[src/rtl/stopwatch_controller_if.sv]
// Button/step/switch inputs and tick/mode outputs exchanged between the
// stopwatch sequencer and its surroundings.
interface stopwatch_controller_if;
  localparam int unsigned SPEED_W = 5;
  localparam int unsigned MODE_W  = 3;

  logic               btn_reset_i;
  logic               btn_stop_i;
  logic               btn_up_i;
  logic               btn_down_i;
  logic               ext_step_i;
  logic               clk_sel_i;
  logic [SPEED_W-1:0] speed_i;
  logic               at_zero_i;
  logic               tick_o;
  logic               dir_o;
  logic               clear_count_o;
  logic [MODE_W-1:0]  mode_output_o;
  logic               clk_output_o;

  modport slave (
    input  btn_reset_i, btn_stop_i, btn_up_i, btn_down_i, ext_step_i,
           clk_sel_i, speed_i, at_zero_i,
    output tick_o, dir_o, clear_count_o, mode_output_o, clk_output_o
  );

  modport master (
    output btn_reset_i, btn_stop_i, btn_up_i, btn_down_i, ext_step_i,
           clk_sel_i, speed_i, at_zero_i,
    input  tick_o, dir_o, clear_count_o, mode_output_o, clk_output_o
  );
endinterface

[src/rtl/stopwatch_controller.sv]
// Stopwatch command sequencer: button edge detection, mode FSM, prescaled or
// external tick generation, direction and clear control for the datapath.
module stopwatch_controller #(
  parameter int unsigned PRESCALE_BASE = 50000,
  parameter int unsigned PRESC_W       = 32
) (
  input  logic                   clk,
  input  logic                   rst_n,
  stopwatch_controller_if.slave  bus
);
  localparam int unsigned NBTN   = 5;
  localparam int unsigned B_RST  = 0;
  localparam int unsigned B_STOP = 1;
  localparam int unsigned B_UP   = 2;
  localparam int unsigned B_DOWN = 3;
  localparam int unsigned B_EXT  = 4;

  typedef enum logic [2:0] {
    IDLE     = 3'b000,
    RUN_UP   = 3'b001,
    RUN_DOWN = 3'b010,
    PAUSED   = 3'b100,
    DONE     = 3'b110
  } state_e;

  state_e              state_q, state_d;
  logic                dir_q, dir_d;
  logic                tick_q, tick_d;
  logic                clear_q, clear_d;
  logic                clk_out_q, clk_out_d;
  logic [PRESC_W-1:0]  presc_q, presc_d;
  logic [PRESC_W-1:0]  period_m1;
  logic [NBTN-1:0]     prev_q, lvl, press;
  logic                run, due, tick_ok;

  assign lvl = {bus.ext_step_i, bus.btn_down_i, bus.btn_up_i, bus.btn_stop_i, bus.btn_reset_i};
  assign press = lvl & ~prev_q;
  assign period_m1 = PRESC_W'(PRESCALE_BASE) * (PRESC_W'(bus.speed_i) + PRESC_W'(1))
                     - PRESC_W'(1);

  // Prev registers start high so a level held through reset is not a press
  always_ff @(posedge clk or negedge rst_n) begin
    if (!rst_n) begin
      state_q   <= IDLE;
      dir_q     <= 1'b1;
      tick_q    <= 1'b0;
      clear_q   <= 1'b0;
      clk_out_q <= 1'b0;
      presc_q   <= '0;
      prev_q    <= '1;
    end else begin
      state_q   <= state_d;
      dir_q     <= dir_d;
      tick_q    <= tick_d;
      clear_q   <= clear_d;
      clk_out_q <= clk_out_d;
      presc_q   <= presc_d;
      prev_q    <= lvl;
    end
  end

  always_comb begin
    state_d   = state_q;
    dir_d     = dir_q;
    presc_d   = presc_q;
    tick_d    = 1'b0;
    clear_d   = 1'b0;
    clk_out_d = clk_out_q;
    due       = 1'b0;
    tick_ok   = 1'b1;
    run       = (state_q == RUN_UP) || (state_q == RUN_DOWN);

    // Tick source; >= lets a lowered speed take effect without wrapping
    if (bus.clk_sel_i) begin
      presc_d = '0;
      due     = run & press[B_EXT];
    end else if (run) begin
      if (presc_q >= period_m1) begin
        presc_d = '0;
        due     = 1'b1;
      end else begin
        presc_d = presc_q + PRESC_W'(1);
      end
    end else if (state_q != PAUSED) begin
      presc_d = '0;
    end

    // Only the highest-priority press acts, even when it is ignored
    if (press[B_RST]) begin
      state_d = IDLE;
      dir_d   = 1'b1;
      clear_d = 1'b1;
      presc_d = '0;
      tick_ok = 1'b0;
    end else if (press[B_STOP]) begin
      if (run) begin
        state_d = PAUSED;
        tick_ok = 1'b0;
      end else if (state_q == PAUSED) begin
        state_d = dir_q ? RUN_UP : RUN_DOWN;
      end
    end else if (press[B_UP]) begin
      if (state_q != RUN_UP) begin
        state_d = RUN_UP;
        dir_d   = 1'b1;
      end
    end else if (press[B_DOWN]) begin
      if (state_q inside {IDLE, PAUSED, RUN_UP}) begin
        state_d = RUN_DOWN;
        dir_d   = 1'b0;
      end
    end

    // Counting down past zero is replaced by the DONE transition
    if (due && tick_ok) begin
      if ((state_q == RUN_DOWN) && (state_d == RUN_DOWN) && bus.at_zero_i) begin
        state_d = DONE;
      end else begin
        tick_d = 1'b1;
      end
    end

    clk_out_d = clk_out_q ^ tick_d;
  end

  assign bus.tick_o        = tick_q;
  assign bus.dir_o         = dir_q;
  assign bus.clear_count_o = clear_q;
  assign bus.mode_output_o = state_q;
  assign bus.clk_output_o  = clk_out_q;
endmodule

[src/flat_wrapper.sv]
// flat-port wrapper written by rule: the top's interface ports become plain ports
module stopwatch_controller_flat 
#(
  parameter int unsigned PRESCALE_BASE = 50000,
  parameter int unsigned PRESC_W       = 32
)
  (clk, rst_n, bus_btn_reset_i, bus_btn_stop_i, bus_btn_up_i, bus_btn_down_i, bus_ext_step_i, bus_clk_sel_i, bus_speed_i, bus_at_zero_i, bus_tick_o, bus_dir_o, bus_clear_count_o, bus_mode_output_o, bus_clk_output_o);
  stopwatch_controller_if bus_i ();
  input  logic clk;
  input  logic rst_n;
  input wire logic [$bits(bus_i.btn_reset_i)-1:0] bus_btn_reset_i;
  input wire logic [$bits(bus_i.btn_stop_i)-1:0] bus_btn_stop_i;
  input wire logic [$bits(bus_i.btn_up_i)-1:0] bus_btn_up_i;
  input wire logic [$bits(bus_i.btn_down_i)-1:0] bus_btn_down_i;
  input wire logic [$bits(bus_i.ext_step_i)-1:0] bus_ext_step_i;
  input wire logic [$bits(bus_i.clk_sel_i)-1:0] bus_clk_sel_i;
  input wire logic [$bits(bus_i.speed_i)-1:0] bus_speed_i;
  input wire logic [$bits(bus_i.at_zero_i)-1:0] bus_at_zero_i;
  output wire logic [$bits(bus_i.tick_o)-1:0] bus_tick_o;
  output wire logic [$bits(bus_i.dir_o)-1:0] bus_dir_o;
  output wire logic [$bits(bus_i.clear_count_o)-1:0] bus_clear_count_o;
  output wire logic [$bits(bus_i.mode_output_o)-1:0] bus_mode_output_o;
  output wire logic [$bits(bus_i.clk_output_o)-1:0] bus_clk_output_o;
  assign bus_i.btn_reset_i = bus_btn_reset_i;
  assign bus_i.btn_stop_i = bus_btn_stop_i;
  assign bus_i.btn_up_i = bus_btn_up_i;
  assign bus_i.btn_down_i = bus_btn_down_i;
  assign bus_i.ext_step_i = bus_ext_step_i;
  assign bus_i.clk_sel_i = bus_clk_sel_i;
  assign bus_i.speed_i = bus_speed_i;
  assign bus_i.at_zero_i = bus_at_zero_i;
  assign bus_tick_o = bus_i.tick_o;
  assign bus_dir_o = bus_i.dir_o;
  assign bus_clear_count_o = bus_i.clear_count_o;
  assign bus_mode_output_o = bus_i.mode_output_o;
  assign bus_clk_output_o = bus_i.clk_output_o;
  stopwatch_controller #(.PRESCALE_BASE(PRESCALE_BASE), .PRESC_W(PRESC_W)) u_core (.clk(clk), .rst_n(rst_n), .bus(bus_i));
endmodule
[config.mk]
export PLATFORM = sky130hd
export DESIGN_NAME = stopwatch_controller_flat
export DESIGN_NICKNAME = d
export VERILOG_FILES = /design/src/rtl/stopwatch_controller_if.sv /design/src/rtl/stopwatch_controller.sv /design/src/flat_wrapper.sv
export SDC_FILE = /design/constraint.sdc
export NUM_CORES = 1
export LEC_CHECK = 0
export BUFFER_PORTS_ARGS = -buffer_cell sky130_fd_sc_hd__buf_2
export CAP_MARGIN = 20
export CORE_ASPECT_RATIO = 0.5
export CORE_MARGIN = 1
export CORE_UTILIZATION = 40
export CTS_CLUSTER_SIZE = 28
export DETAILED_ROUTE_END_ITERATION = 10
export GPL_TIMING_DRIVEN = 0
export PLACE_DENSITY = 0.6
export SYNTH_ARGS = -nofsm -noshare
export SYNTH_HDL_FRONTEND = slang
export SYNTH_SLANG_ARGS = --single-unit
[constraint.sdc]
create_clock -name clk -period 2.89 [get_ports clk]
set_clock_uncertainty 0.05 [all_clocks]
set_input_delay 0.1445 -clock clk [delete_from_list [all_inputs] [get_ports clk]]
set_output_delay 0.1445 -clock clk [all_outputs]
set_load 0.05 [all_outputs]
# After elaboration in Yosys (flattened, before gate mapping)
# Cells that the tools add are included.
[totals] elab_cells=65 inputBits=14 reg_bits=44 out_inout_bits=7
[op_classes] addsub=3 reduce_logical=10 multipliers=1 n_lt_le_gt_ge=1 n_bitwise=4 eq_ne=8 n_mux=31
[ops] op="$mux 32" n=5
[ops] op="$add 32x1->32 const B" n=1
[ops] op="$ge 32x32->1" n=1
[ops] op="$mul 12x32->28 const A" n=1
[ops] op="$sub 32x1->32 const B" n=1
[ops] op="$mux 3" n=10
[ops] op="$mux 1" n=15
[ops] op="$reduce_bool 3->1" n=3
[ops] op="$add 5x1->6 const B" n=1
[ops] op="$eq 3x2->1 const B" n=2
[ops] op="$ne 3x3->1 const B" n=2
[ops] op="$and 5x5->5" n=1
[ops] op="$not 5->5" n=1
[ops] op="$reduce_and 4->1" n=1
[ops] op="$reduce_bool 4->1" n=1
[ops] op="$eq 3x1->1 const B" n=1
[ops] op="$eq 3x3->1 const B" n=1
[ops] op="$logic_and 1x1->1" n=3
[ops] op="$logic_not 3->1" n=1
[ops] op="$ne 3x1->1 const B" n=1
[ops] op="$mux 2" n=1
[ops] op="$ne 2x2->1 const B" n=1
[ops] op="$and 1x1->1" n=1
[ops] op="$logic_or 1x1->1" n=1
[ops] op="$xor 1x1->1" n=1

# Longest topological paths before layout
# Gate-level depths: netlist of run 1.
[depth] ltp_word=13 mapped_depth=29 mapped_depth_nobuf=25

# Worst setup path before layout of run 1
# No wires, ideal clock.
[synth_timing] kind="in2reg" startpoint="in bus_speed_i[0]" endpoint="reg u_core.presc_q[10]" required_ps=2758 setup_time_ps=82 path_buffers=3 cell_stages=25 slack_ps=-2893 t_arrival_ps=5651 path_cell_list="ha_1 clkbuf_1 xor2_1 ha_1 ha_1 ha_1 ha_1 fa_1 a211oi_2 o31ai_2 a31o_1 a311oi_1 nor2_1 nor2_1 nand4_1 ha_1 a21oi_1 o21ai_0 a21oi_1 o22ai_1 nor3_1 buf_2 buf_1 nand3_1 a31oi_1"
[synth_between] elab_chain_len=8
[synth_rtl] element="start: declaration" line="flat_wrapper.sv:17" source="input wire logic [$bits(bus_i.speed_i)-1:0] bus_speed_i;"
[synth_rtl] element="$add 5x1->6" line="stopwatch_controller.sv:38" source="assign period_m1 = PRESC_W'(PRESCALE_BASE) * (PRESC_W'(bus.speed_i) + PRESC_W'(1))"
[synth_rtl] element="$mul 12x32->28" line="stopwatch_controller.sv:38"
[synth_rtl] element="$sub 32x1->32" line="stopwatch_controller.sv:39" source="- PRESC_W'(1);"
[synth_rtl] element="$ge 32x32->1" line="stopwatch_controller.sv:78" source="if (presc_q >= period_m1) begin"
[synth_rtl] element="$mux 32" line="stopwatch_controller.sv:78"
[synth_rtl] element="$mux 32" line="stopwatch_controller.sv:77" source="end else if (run) begin"
[synth_rtl] element="$mux 32" line="stopwatch_controller.sv:74" source="if (bus.clk_sel_i) begin"
[synth_rtl] element="$mux 32" line="stopwatch_controller.sv:89" source="if (press[B_RST]) begin"
[synth_rtl] element="end signal: assignment" line="stopwatch_controller.sv:57" source="presc_q <= presc_d;"
[synth_rtl] element="end: declaration" line="stopwatch_controller.sv:31" source="logic [PRESC_W-1:0] presc_q, presc_d;"
# No other way between the ends.
# A chain may end at the register's enable or synchronous reset.

# Worst setup path after layout of run 1
[layout_timing] startpoint="in bus_speed_i[0]" endpoint="reg u_core.presc_q[8]"
# The elaborated chain is that of the path after synthesis.

==> results of run 1 <==
==> cells in the mapped netlist, drive strengths merged (17+ instances only) <==
| cell type | count | area, sq um |
|---|---|---|
| ha | 68 | 851 |
| dfrtp | 38 | 951 |
| o21ai | 19 | 95.1 |
| xnor2 | 20 | 183 |
| nor2 | 30 | 113 |
| nand3 | 55 | 280 |
| nand4 | 27 | 169 |
| a31oi | 46 | 288 |
| a21oi | 25 | 129 |
| clkbuf | 17 | 63.8 |
| nand2 | 51 | 194 |
| inv | 25 | 93.8 |
==> flip-flops by register name (all words and copies together), names as in the netlist <==
name / count
u_core.bus.tick_o: 1
u_core.prev_q: 5
u_core.presc_q: 32
u_core.bus.dir_o: 1
u_core.bus.clear_count_o: 1
u_core.bus.mode_output_o: 3
u_core.bus.clk_output_o: 1
==> per-stage QoR <==
step                hold WS, ps  total power [mW]
floorplan                  -201              1.81
global placement            209              2.06
detailed placement          211              2.08
CTS                        18.6              2.91
global route                326              3.40
finish                      292              3.17
==> where the power goes <==
group          switching [mW]  internal (mW)  leakage, nW
sequential             0.0174          0.642        0.587
combinational            1.06          0.872         2.06
clock                   0.262          0.322       0.0660
total                    1.34           1.84         2.71
==> critical path, delay by kind of cell <==
| kind | cells | cell delay [ps] |
|---|---|---|
| buffers and inverters | 9 | 1050 |
| XOR/XNOR | 4 | 640 |
| AND/OR/NAND/NOR | 6 | 1040 |
| adder cells (fa/ha/maj) | 5 | 1510 |
| AO/OA/AOI/OAI | 6 | 1090 |
==> metal layers <==
metal,track usage (%),part of all wire [%]
met5,0,0
met4,4.22,0.79
met3,2.13,3.2
met2,39.9,49
met1,29.6,47
==> cell type report <==
class                   count  area (sq um)
clock buffers               5           125
clock inverters             3          23.8
repair buffers             80           674
well taps                 159           199
inverters                  25          97.6
flip-flops and latches     44          1110
plain buffers              23           205
multi-input cells         476          4240
fillers                   944          4580
==> kinds of logic after synthesis <==
kind of cell | synth area share, %
buffers and inverters | 4.29
DFF | 23.4
AOI/OAI and AO/OA | 19.8
adders and majority gates | 19.7
and+or+nand+nor | 26.6
xor gates and xnor gates | 6.09
==> how the worst max path moves through the flow <==
stage | slack [ps] | to | cells past startpoint
2_1_floorplan | -2440 | u_core.presc_q[12]$_DFFE_PN0P_ | 28
3_3_place_gp | -3450 | u_core.presc_q[18]$_DFFE_PN0P_ | 23
3_5_place_dp | -3480 | u_core.presc_q[3]$_DFFE_PN0P_ | 26
4_1_cts | -2430 | u_core.presc_q[10]$_DFFE_PN0P_ | 27
5_1_grt | -2780 | u_core.presc_q[18]$_DFFE_PN0P_ | 29
6_report | -2510 | u_core.presc_q[8]$_DFFE_PN0P_ | 30
==> repair_timing <==
action	in CTS	in global routing
gates cloned	2	2
endpoints found under the setup margin	35	35
hold buffers	5	1
buffers inserted	27	22
pin swaps	42	59
endpoints found under the hold margin	5	21
gates resized for setup	83	73
==> results.md, run 1 <==
* Outcome: complete, but fails checks
* Failing checks: negative setup slack
* Die height at ~80 um
* RR Startpoint: u_core.presc_q[9]$_DFFE_PN0P_
* Sequential area share after synthesis at 23.4%
* Yosys warning count at 0
* Die area at approximately 12000 sq um
* Initial antenna violation count at 0
* Async S/R FF share, synth at 100%
* Final setup vio count at 35
* Htree depth at 2
* Max clock buf depth at 2
* Via density at 5.79
* Initial drt markers at between 300 and 400
* Place WS at -3480 ps
* N_diodes at 0
* DP Area at 5300 sq um
* EDFF count, synth at 0
* Max IR drop VDD at 0.225 mV
* WHS Endpoint: u_core.presc_q[4]$_DFFE_PN0P_
* Initial Util at 42.0%
* Crit start category: primary input
* Worst Hold Launch: bus_clk_sel_i
* Setup TNS at -84640 ps
* Most frequent cells in the layout: nand2_1, buf_4, ha_1, a31oi_1, dfrtp_1
* Core Region at 11200 sq um
* Least-Margin Pin Slew at 1100 ps
* CTS root buf: clkbuf_16
* Post-Syn Area at 4730 sq um
* Io pins at 21
* RSZ-0062 raised after global routing: true
* Final worst-path cycle share at 187%
* Routability cong. at 0.814
* DP HPWL at 9290 um
* CP Class: primary input to flop
* Worst hold path depth at 4
* Setup crit start: bus_speed_i[0]
* DR WL/cell at 16.9 um
* Worst-case reg-to-reg path depth at 9
* DRT Pass-1 Iters at 5
* CP max-delay cell: fa_1
* Total number of vias at 4722
* Post-synth net total at approximately 660
* Area Overhead vs Synth at 41.1%
* Final Core Density at 59.3%
* Critical Path AT at 5500 ps
* Synthesized area per cell at 8.31 sq um
* Reg2reg end: u_core.presc_q[18]$_DFFE_PN0P_
* DR DRC count at 0
* First-pass GRT wire length at around 22000 um
* Final net count at 741
* Max Clock Freq at 185 MHz
* Final Max Slew Viols at 0
* Fin crit period at 5400 ps
* Overall routing resource usage at 22.3%
* R2r setup slk at 130 ps
* Post-route cell area at 6670 sq um
* Drt total wl at 13800 um
* Fin worst setup slack at -2510 ps
* Non-Filler Instances at 815
* Clock-pin transition on the worst setup and hold timing paths at approximately 70 ps
* CTS tree: yes
* Synth Flop Type: dfrtp_1
* Hold WC Path Type: primary input to flop
* Leakage at 2.71 nW
* Data required, critical path at 2990 ps
* Std cell rows at 27
* Max_cap viols at 0
* Count of final hold-check violations at 0
* Sink Count at 44
* Post-Synthesis Cells at 569
* Die Width at 156 um
* Pin count of the biggest net entering global routing at 45
* Seq cells post-synth at 44
* Grt ovf at 0
* Slew HR at 26.0%
* Detail Route Antenna Nets at 0
* Synth cell types at 64
* Vias in the first global route at 4531
* CP max FO at 10
* CTS buffer count at 5
* # port buffers at 20
* Worst skew pair latency at 290 ps
* Crit path largest cell delay at approximately 490 ps
* Number of cells after detailed placement at 748
* Cell Pwr Density at 476 nW/um^2
* Setup crit end kind: flop
* Share of layout cells above drive strength 1 at between 30% and 40%
(Power assumes the default switching activity.)
==> run 2, diff against run 1 <==
--- a/config.mk
+++ b/config.mk
@@ -5,6 +5,7 @@
 export SDC_FILE = /design/constraint.sdc
 export NUM_CORES = 1
 export LEC_CHECK = 0
+export ABC_AREA = 1
 export BUFFER_PORTS_ARGS = -buffer_cell sky130_fd_sc_hd__buf_2
 export CAP_MARGIN = 20
 export CORE_ASPECT_RATIO = 0.5
==> results.md, run 2 <==
* Fillers at 1121 (+19%)
* DR DRC count at 0 (unchanged)
* Detail Route Antenna Nets at 0 (unchanged)
* Die area at 12900 sq um (+5.3%)
* Mux share of post-synthesis cell area at 0% (unchanged)
* Main combinational cell family by area after synthesis: simple AND/OR/NAND/NOR gates
* Critical Path AT at 4860 ps (-640 ps)
* Fin crit period at 4710 ps (-691 ps)
* Met3 usage at 1.53% (-0.60 points)
* Die height at 80.9 um (+2.6%)
* Crit path largest cell delay at 480 ps (about the same)
* FF+latch area at 1110 sq um (unchanged)
* Area leader, netlist: dfrtp_1
* Final net count at 863 (+16%)
* DRT Pass-1 Iters at 5 (unchanged)
* Sink Count at 44 (unchanged)
* Seq cells post-synth at 44 (unchanged)
* Drt total wl at 12900 um (-6.2%)
* Total number of vias at 4847 (+2.6%)
* Top cells by count, synth: nand2_1, inv_1, ha_1, nand3_1, nor2_1
* Crit start category: primary input
* Std cell rows at 28 (+3.7%)
* Post-synth top area share at 19.1% (-1.0 points)
* First-pass GRT wire length at 21100 um (-4.4%)
* GRT met2 Usage at 35.2% (-4.7 points)
* Worst skew pair latency at 290 ps (about the same)
* Final worst-path cycle share at 163% (-24 points)
* Least-Margin Pin Slew at 642 ps (-460 ps)
* Grt ovf at 0 (unchanged)
* Non-Filler Instances at 942 (+16%)
* CP max-delay cell: fa_1
* Post-synthesis simple-gate area fraction at 33.6% (+7.0 points)
* Cell Pwr Density at 469 nW/um^2 (-1.5%)
* CTS root buf: clkbuf_16
* CP max FO at 5 (-5)
* Synth Flop Type: dfrtp_1
* CTS buffer count at 5 (unchanged)
* Core Region at 12000 sq um (+6.5%)
* DP HPWL at 9420 um (+1.4%)
* Sequential area share after synthesis at 22.2% (-1.2 points)
* Share of layout cells above drive strength 1 at 31.1% (-3.2 points)
* Post-Syn Area at 4980 sq um (+5.4%)
* Multi-input logic area at 4090 sq um (-3.4%)
* Initial Util at 41.6% (-0.44 points)
* Max Clock Freq at 212 MHz (+15%)
* Async S/R FF share, synth at 100% (unchanged)
* Place WS at -2720 ps (+759 ps)
* Routability cong. at 0.857 (+5.2%)
* RSZ-0062 raised after global routing: true
* Post-synth net total at 780 (+19%)
* EDFF count, synth at 0 (unchanged)
* Clock-pin transition on the worst setup and hold timing paths at 60 ps (about the same)
* Pint at 1.83 mW (-0.41%)
* Max IR drop VDD at 0.265 mV (+17%)
* CTS tree: yes
* Failing checks: negative setup slack
* Commonest non-fill, non-tap cell in the layout: nand2_1
* Setup crit end kind: flop
* Sw Ratio at 41.7% (-0.48 points)
* Die Width at 160 um (+2.6%)
* Most frequent cells in the layout: nand2_1, inv_1, ha_1, buf_4
* Data required, critical path at 3040 ps (+50 ps)
* Largest cells by area after synthesis: dfrtp_1, ha_1, nand2_1
* Initial antenna violation count at 0 (unchanged)
* R2r setup slk at 680 ps (+550 ps)
* Number of cells after detailed placement at 879 (+18%)
* Vias in the first global route at 4455 (-1.7%)
* # port buffers at 20 (unchanged)
* Post-Synthesis Cells at 694 (+22%)
* Final Max Slew Viols at 0 (unchanged)
* Initial drt markers at 338 (-0.88%)
* CP dominant cell by count: nand2_2
* Count of final hold-check violations at 0 (unchanged)
* Total power at 3.13 mW (-1.2%)
* Clock network power share at 20.3% (+1.9 points)
* Via density at 5.15 (-11%)
* Final setup vio count at 35 (unchanged)
* Yosys warning count at 0 (unchanged)
* Synthesized area per cell at 7.18 sq um (-14%)
* Max_cap viols at 0 (unchanged)
* Largest register by flop count: u_core.presc_q
* Top-count cell post-synth: nand2_1
* Comb pwr share at 58.8% (-2.0 points)
* Pin count of the biggest net entering global routing at 45 (unchanged)
* GR met1 Demand/Resource at 27.3% (-2.3 points)
* Top Usage Layer GRT: met2
* Outcome: complete, but fails checks
* Io pins at 21 (unchanged)
* Sequential power share at 21.0% (+0.2 points)
* Htree depth at 2 (unchanged)
* Slew HR at 57.2% (+31 points)
* Fin worst setup slack at -1820 ps (+691 ps)
* Synth cell types at 43 (-33%)
* Compound-Gate Fraction of Synth Area at 10.9% (-8.9 points)
* N_diodes at 0 (unchanged)
* Overall routing resource usage at 19.9% (-2.4 points)
* Xor-xnor portion of the synthesized cell area at 5.45% (-0.64 points)
* Hold WC Path Type: primary input to flop
* DR WL/cell at 13.7 um (-19%)
* CP Class: primary input to flop
* Sw Pwr at 1.31 mW (-2.3%)
* Largest register FFs at 32 (unchanged)
* Max clock buf depth at 2 (unchanged)
* Leakage at 3.05 nW (+12%)
* Post-Synth Adder-Cell Area at 18.7% (-1.0 points)
* Area Overhead vs Synth at 34.2%
==> run 2: power by group through the flow <==
stage / logic (mW) / clock network [mW] / registers [mW]
2_1_floorplan: 1.07 / 0 / 0.722
3_3_place_gp: 1.36 / 0 / 0.668
3_5_place_dp: 1.39 / 0 / 0.668
4_1_cts: 1.66 / 0.642 / 0.657
5_1_grt: 2.04 / 0.667 / 0.661
6_report: 1.84 / 0.635 / 0.657
==> run 2: per-layer routing <==
layer	share of wire, %	up-vias
li1	-	2475
met1	49	2271
met5	0	-
met2	47	92
met3	3.0	9
met4	0.87	0
==> run 2: layout make-up <==
| cell class | count | share of cell area, % |
|---|---|---|
| tap | 165 | 3.09 |
| timing repair buffer | 77 | 9.86 |
| buffer | 4 | 0.524 |
| sequential | 44 | 16.6 |
| multi-input combinational | 535 | 61.2 |
| clock inverter | 1 | 0.449 |
| clock buffer | 6 | 1.93 |
| inverter | 110 | 6.40 |
==> run 2: final timing paths <==
kind / startpoint / to / depth (start not counted)
worst max-delay path: bus_speed_i[0] / u_core.presc_q[22]$_DFFE_PN0P_ / 35
worst min-delay path: bus_clk_sel_i / u_core.presc_q[30]$_DFFE_PN0P_ / 4
worst max register to register: u_core.presc_q[11]$_DFFE_PN0P_ / u_core.presc_q[22]$_DFFE_PN0P_ / 12
worst min register to register: u_core.bus.clk_output_o$_DFF_PN0_ / u_core.bus.clk_output_o$_DFF_PN0_ / 2
max in group asynchronous: rst_n / u_core.prev_q[4]$_DFF_PN1_ / 3
min in group asynchronous: rst_n / u_core.bus.mode_output_o[2]$_DFF_PN0_ / 2
==> run 2: critical path: cells and delay by family <==
kind | cells | cell delay, ps
AO/OA/AOI/OAI | 5 | 570
buffers and inverters | 9 | 860
XOR/XNOR | 1 | 130
adder cells (fa/ha/maj) | 5 | 1490
AND/OR/NAND/NOR | 15 | 1660
==> run 2: kinds of logic (layout without fill, tap and decap cells) <==
family	after synthesis	count (layout)
XOR/XNOR	31	31
AND/OR/NAND/NOR	337	337
flip-flops	44	44
AO/OA/AOI/OAI	95	95
adder cells (fa/ha/maj)	72	72
buffers and inverters	115	198
==> run 2: per-stage QoR <==
| step | hold WS, ps | TNS [ps] | util (%) | instance area (sq um) |
|---|---|---|---|---|
| final | 134 | -60510 | 55.8 | 6690 |
| after global routing | 169 | -70170 | 55.8 | 6690 |
| after CTS | 23.2 | -59210 | 52.9 | 6330 |
| after detailed placement | 216 | -88420 | 45.4 | 5440 |
| after global placement | 212 | -87910 | 45.4 | 5440 |
| after floorplan | -201 | -54970 | - | 5140 |
==> run 2: timing repair <==
item	in CTS	in global routing
pin swaps	52	43
setup endpoints to repair	35	35
endpoints found under the hold margin	5	15
resized for setup	90	40
buffers inserted	34	16
gates cloned	1	1
hold buffers	5	1
==> run 3, diff against run 2 <==
--- a/config.mk
+++ b/config.mk
@@ -8,12 +8,10 @@
 export ABC_AREA = 1
 export BUFFER_PORTS_ARGS = -buffer_cell sky130_fd_sc_hd__buf_2
 export CAP_MARGIN = 20
-export CORE_ASPECT_RATIO = 0.5
 export CORE_MARGIN = 1
 export CORE_UTILIZATION = 40
 export CTS_CLUSTER_SIZE = 28
 export DETAILED_ROUTE_END_ITERATION = 10
-export GPL_TIMING_DRIVEN = 0
 export PLACE_DENSITY = 0.6
 export SYNTH_ARGS = -nofsm -noshare
 export SYNTH_HDL_FRONTEND = slang
==> constraint.sdc (replaced) <==
create_clock -name clk -period 2.89 [get_ports clk]
set_clock_uncertainty 0.05 [all_clocks]
set_input_delay 0.1445 -clock clk [delete_from_list [all_inputs] [get_ports clk]]
set_output_delay 0.1445 -clock clk [all_outputs]
set_load 0.01 [all_outputs]
==> results.md, run 3 (synthesized netlist as in run 2, its figures left out) <==
* Sequential power share at 20.2% (-0.8 points)
* Max clock buf depth at 2 (unchanged)
* Crit path largest cell delay at 570 ps (+90 ps)
* Vias in the first global route at 4975 (+12%)
* Die height at 114 um (+40%)
* Failing checks: negative setup slack
* Clock-pin transition on the worst setup and hold timing paths at 70 ps (about the same)
* Crit start category: primary input
* Initial drt markers at 215 (-36%)
* Die Width at 114 um (-29%)
* Hold WC Path Type: primary input to flop
* CP Class: primary input to flop
* Final setup vio count at 35 (unchanged)
* Htree depth at 2 (unchanged)
* DP Area at 6010 sq um (+10%)
* Post-route cell area at 6930 sq um (+3.7%)
* DR WL/cell at 13.3 um (-2.9%)
* Sw Pwr at 1.32 mW (+0.83%)
* Final net count at 915 (+6.0%)
* RSZ-0062 raised after global routing: true
* Area Overhead vs Synth at 39.1%
* Least-Margin Pin Slew at 507 ps (-135 ps)
* Count of final hold-check violations at 0 (unchanged)
* Via density at 5.04 (-2.0%)
* Sw Ratio at 40.5% (-1.2 points)
* First-pass GRT wire length at 22600 um (+7.0%)
* CTS buffer count at 5 (unchanged)
* # port buffers at 20 (unchanged)
* Commonest non-fill, non-tap cell in the layout: nand2_1
* WL met2 at 6560 um (+8.7%)
* Setup crit end kind: flop
* CTS tree: yes
* Clock network power share at 18.1% (-2.2 points)
* CP max FO at 6 (+1)
* DR DRC count at 0 (unchanged)
* Overall routing resource usage at 21.5% (+1.6 points)
* Final worst-path cycle share at 160% (-3.3 points)
* Data required, critical path at 3020 ps (-20 ps)
* Metal-1 WL at 6180 um (-3.2%)
* WL met3 at 400 um (+1.5%)
* Grt ovf at 0 (unchanged)
* Largest register FFs at 32 (unchanged)
* Core Region at 12100 sq um (+0.67%)
* Max IR drop VDD at 0.287 mV (+8.3%)
* Outcome: complete, but fails checks
* CP dominant cell by count: buf_6
* Sink Count at 44 (unchanged)
* Place WS at -2410 ps (+308 ps)
* Pin count of the biggest net entering global routing at 45 (unchanged)
* Detail Route Antenna Nets at 0 (unchanged)
* Final Max Slew Viols at 0 (unchanged)
* Fin worst setup slack at -1730 ps (+95.7 ps)
* Highest routed layer: met4
* Max Clock Freq at 217 MHz (+2.1%)
* Die area at 12900 sq um (-0.21%)
* Share of layout cells above drive strength 1 at 34.1% (+3.0 points)
* Max_cap viols at 0 (unchanged)
* Initial antenna violation count at 0 (unchanged)
* N_diodes at 0 (unchanged)
* Initial Util at 41.3% (-0.28 points)
* Cell Pwr Density at 469 nW/um^2 (+0.14%)
* Worst hold slack at 143 ps (+8.94 ps)
* Largest register by flop count: u_core.presc_q
* Slew HR at 66.1% (+8.9 points)
* CTS root buf: clkbuf_16
* Pint at 1.94 mW (+5.9%)
* Drt total wl at 13300 um (+2.9%)
* Total number of vias at 5033 (+3.8%)
* Worst skew pair latency at 290 ps (about the same)
* Critical Path AT at 4750 ps (-110 ps)
* DP HPWL at 10100 um (+7.3%)
* Io pins at 21 (unchanged)
* Most frequent cells in the layout: nand2_1, buf_4, inv_1, ha_1, nand3_1
* Routability cong. at 0.902 (+5.3%)
* Non-Filler Instances at 998 (+5.9%)
* Comb pwr share at 61.7% (+2.9 points)
* CP max-delay cell: fa_2
* R2r setup slk at 710 ps (+30 ps)
* Std cell rows at 40 (+43%)
* Fin crit period at 4620 ps (-95.7 ps)
* DRT Pass-1 Iters at 4 (-1)
* Leakage at 3.28 nW (+7.7%)
* Number of cells after detailed placement at 956 (+8.8%)
[run 3: cell types whose count changed in the layout (fill, tap and decap cells not counted), moves of 3 or more]
cell / previous run / this run
ha_4: 22 / 17
o21ai_2: 10 / 5
o22ai_2: 7 / 1
o22ai_1: 6 / 12
nor2_2: 9 / 12
buf_4: 41 / 91
o21ai_1: 9 / 16
nand3_2: 16 / 13
nand3_1: 40 / 43
ha_1: 45 / 49
buf_12: 2 / 5
[run 3: area by class of cell]
type / instances / area [sq um]
fillers: 1124 / 5130
clock inverters: 2 / 10.0
inverters: 110 / 434
clock buffers: 6 / 139
repair buffers: 131 / 1060
repair inverters: 1 / 6.26
multi-input cells: 536 / 3970
flip-flops and latches: 44 / 1110
well taps: 168 / 210
[run 3: worst paths after layout]
kind,start,end,cells past startpoint
worst max-delay path,bus_speed_i[1],u_core.presc_q[10]$_DFFE_PN0P_,31
worst min-delay path,bus_clk_sel_i,u_core.presc_q[30]$_DFFE_PN0P_,4
worst max register to register,u_core.presc_q[5]$_DFFE_PN0P_,u_core.presc_q[10]$_DFFE_PN0P_,14
worst min register to register,u_core.bus.clk_output_o$_DFF_PN0_,u_core.bus.clk_output_o$_DFF_PN0_,2
max in group asynchronous,rst_n,u_core.prev_q[4]$_DFF_PN1_,3
min in group asynchronous,rst_n,u_core.presc_q[31]$_DFFE_PN0P_,2
[run 3: routing by layer]
layer | vias to the layer above | track usage, %
li1 | 2584 | -
met1 | 2341 | 28.7
met2 | 91 | 37.1
met3 | 17 | 2.92
met4 | 0 | 4.39
met5 | - | 0
[run 3: per-stage QoR]
step	util (%)	setup TNS, ps	power [mW]
after floorplan	-	-54960	1.74
after global placement	49.8	-76120	2.30
after detailed placement	49.8	-81170	2.33
after CTS	55.6	-54920	3.17
after global routing	57.5	-67700	3.50
final	57.5	-57950	3.25
[run 3: power groups by stage]
stage,sequential (mW),clock (mW),combinational [mW]
2_1_floorplan,0.674,0,1.07
3_3_place_gp,0.666,0,1.64
3_5_place_dp,0.667,0,1.67
4_1_cts,0.657,0.595,1.91
5_1_grt,0.659,0.620,2.22
6_report,0.657,0.589,2.01
[run 3: worst max-delay path, delay by kind of cell]
kind,cells,cell delay [ps]
fa+ha+maj,5,1820
simple gates,16,1640
buf+inv,7,760
xor+xnor,1,180
compound gates,2,170
[run 3: what timing repair did]
action	in CTS	in global routing
pin swaps	44	37
cloned	2	0
resized for setup	80	37
hold endpoints to repair	5	38
setup endpoints to repair	35	35
hold buffers	5	1
setup buffers	20	6
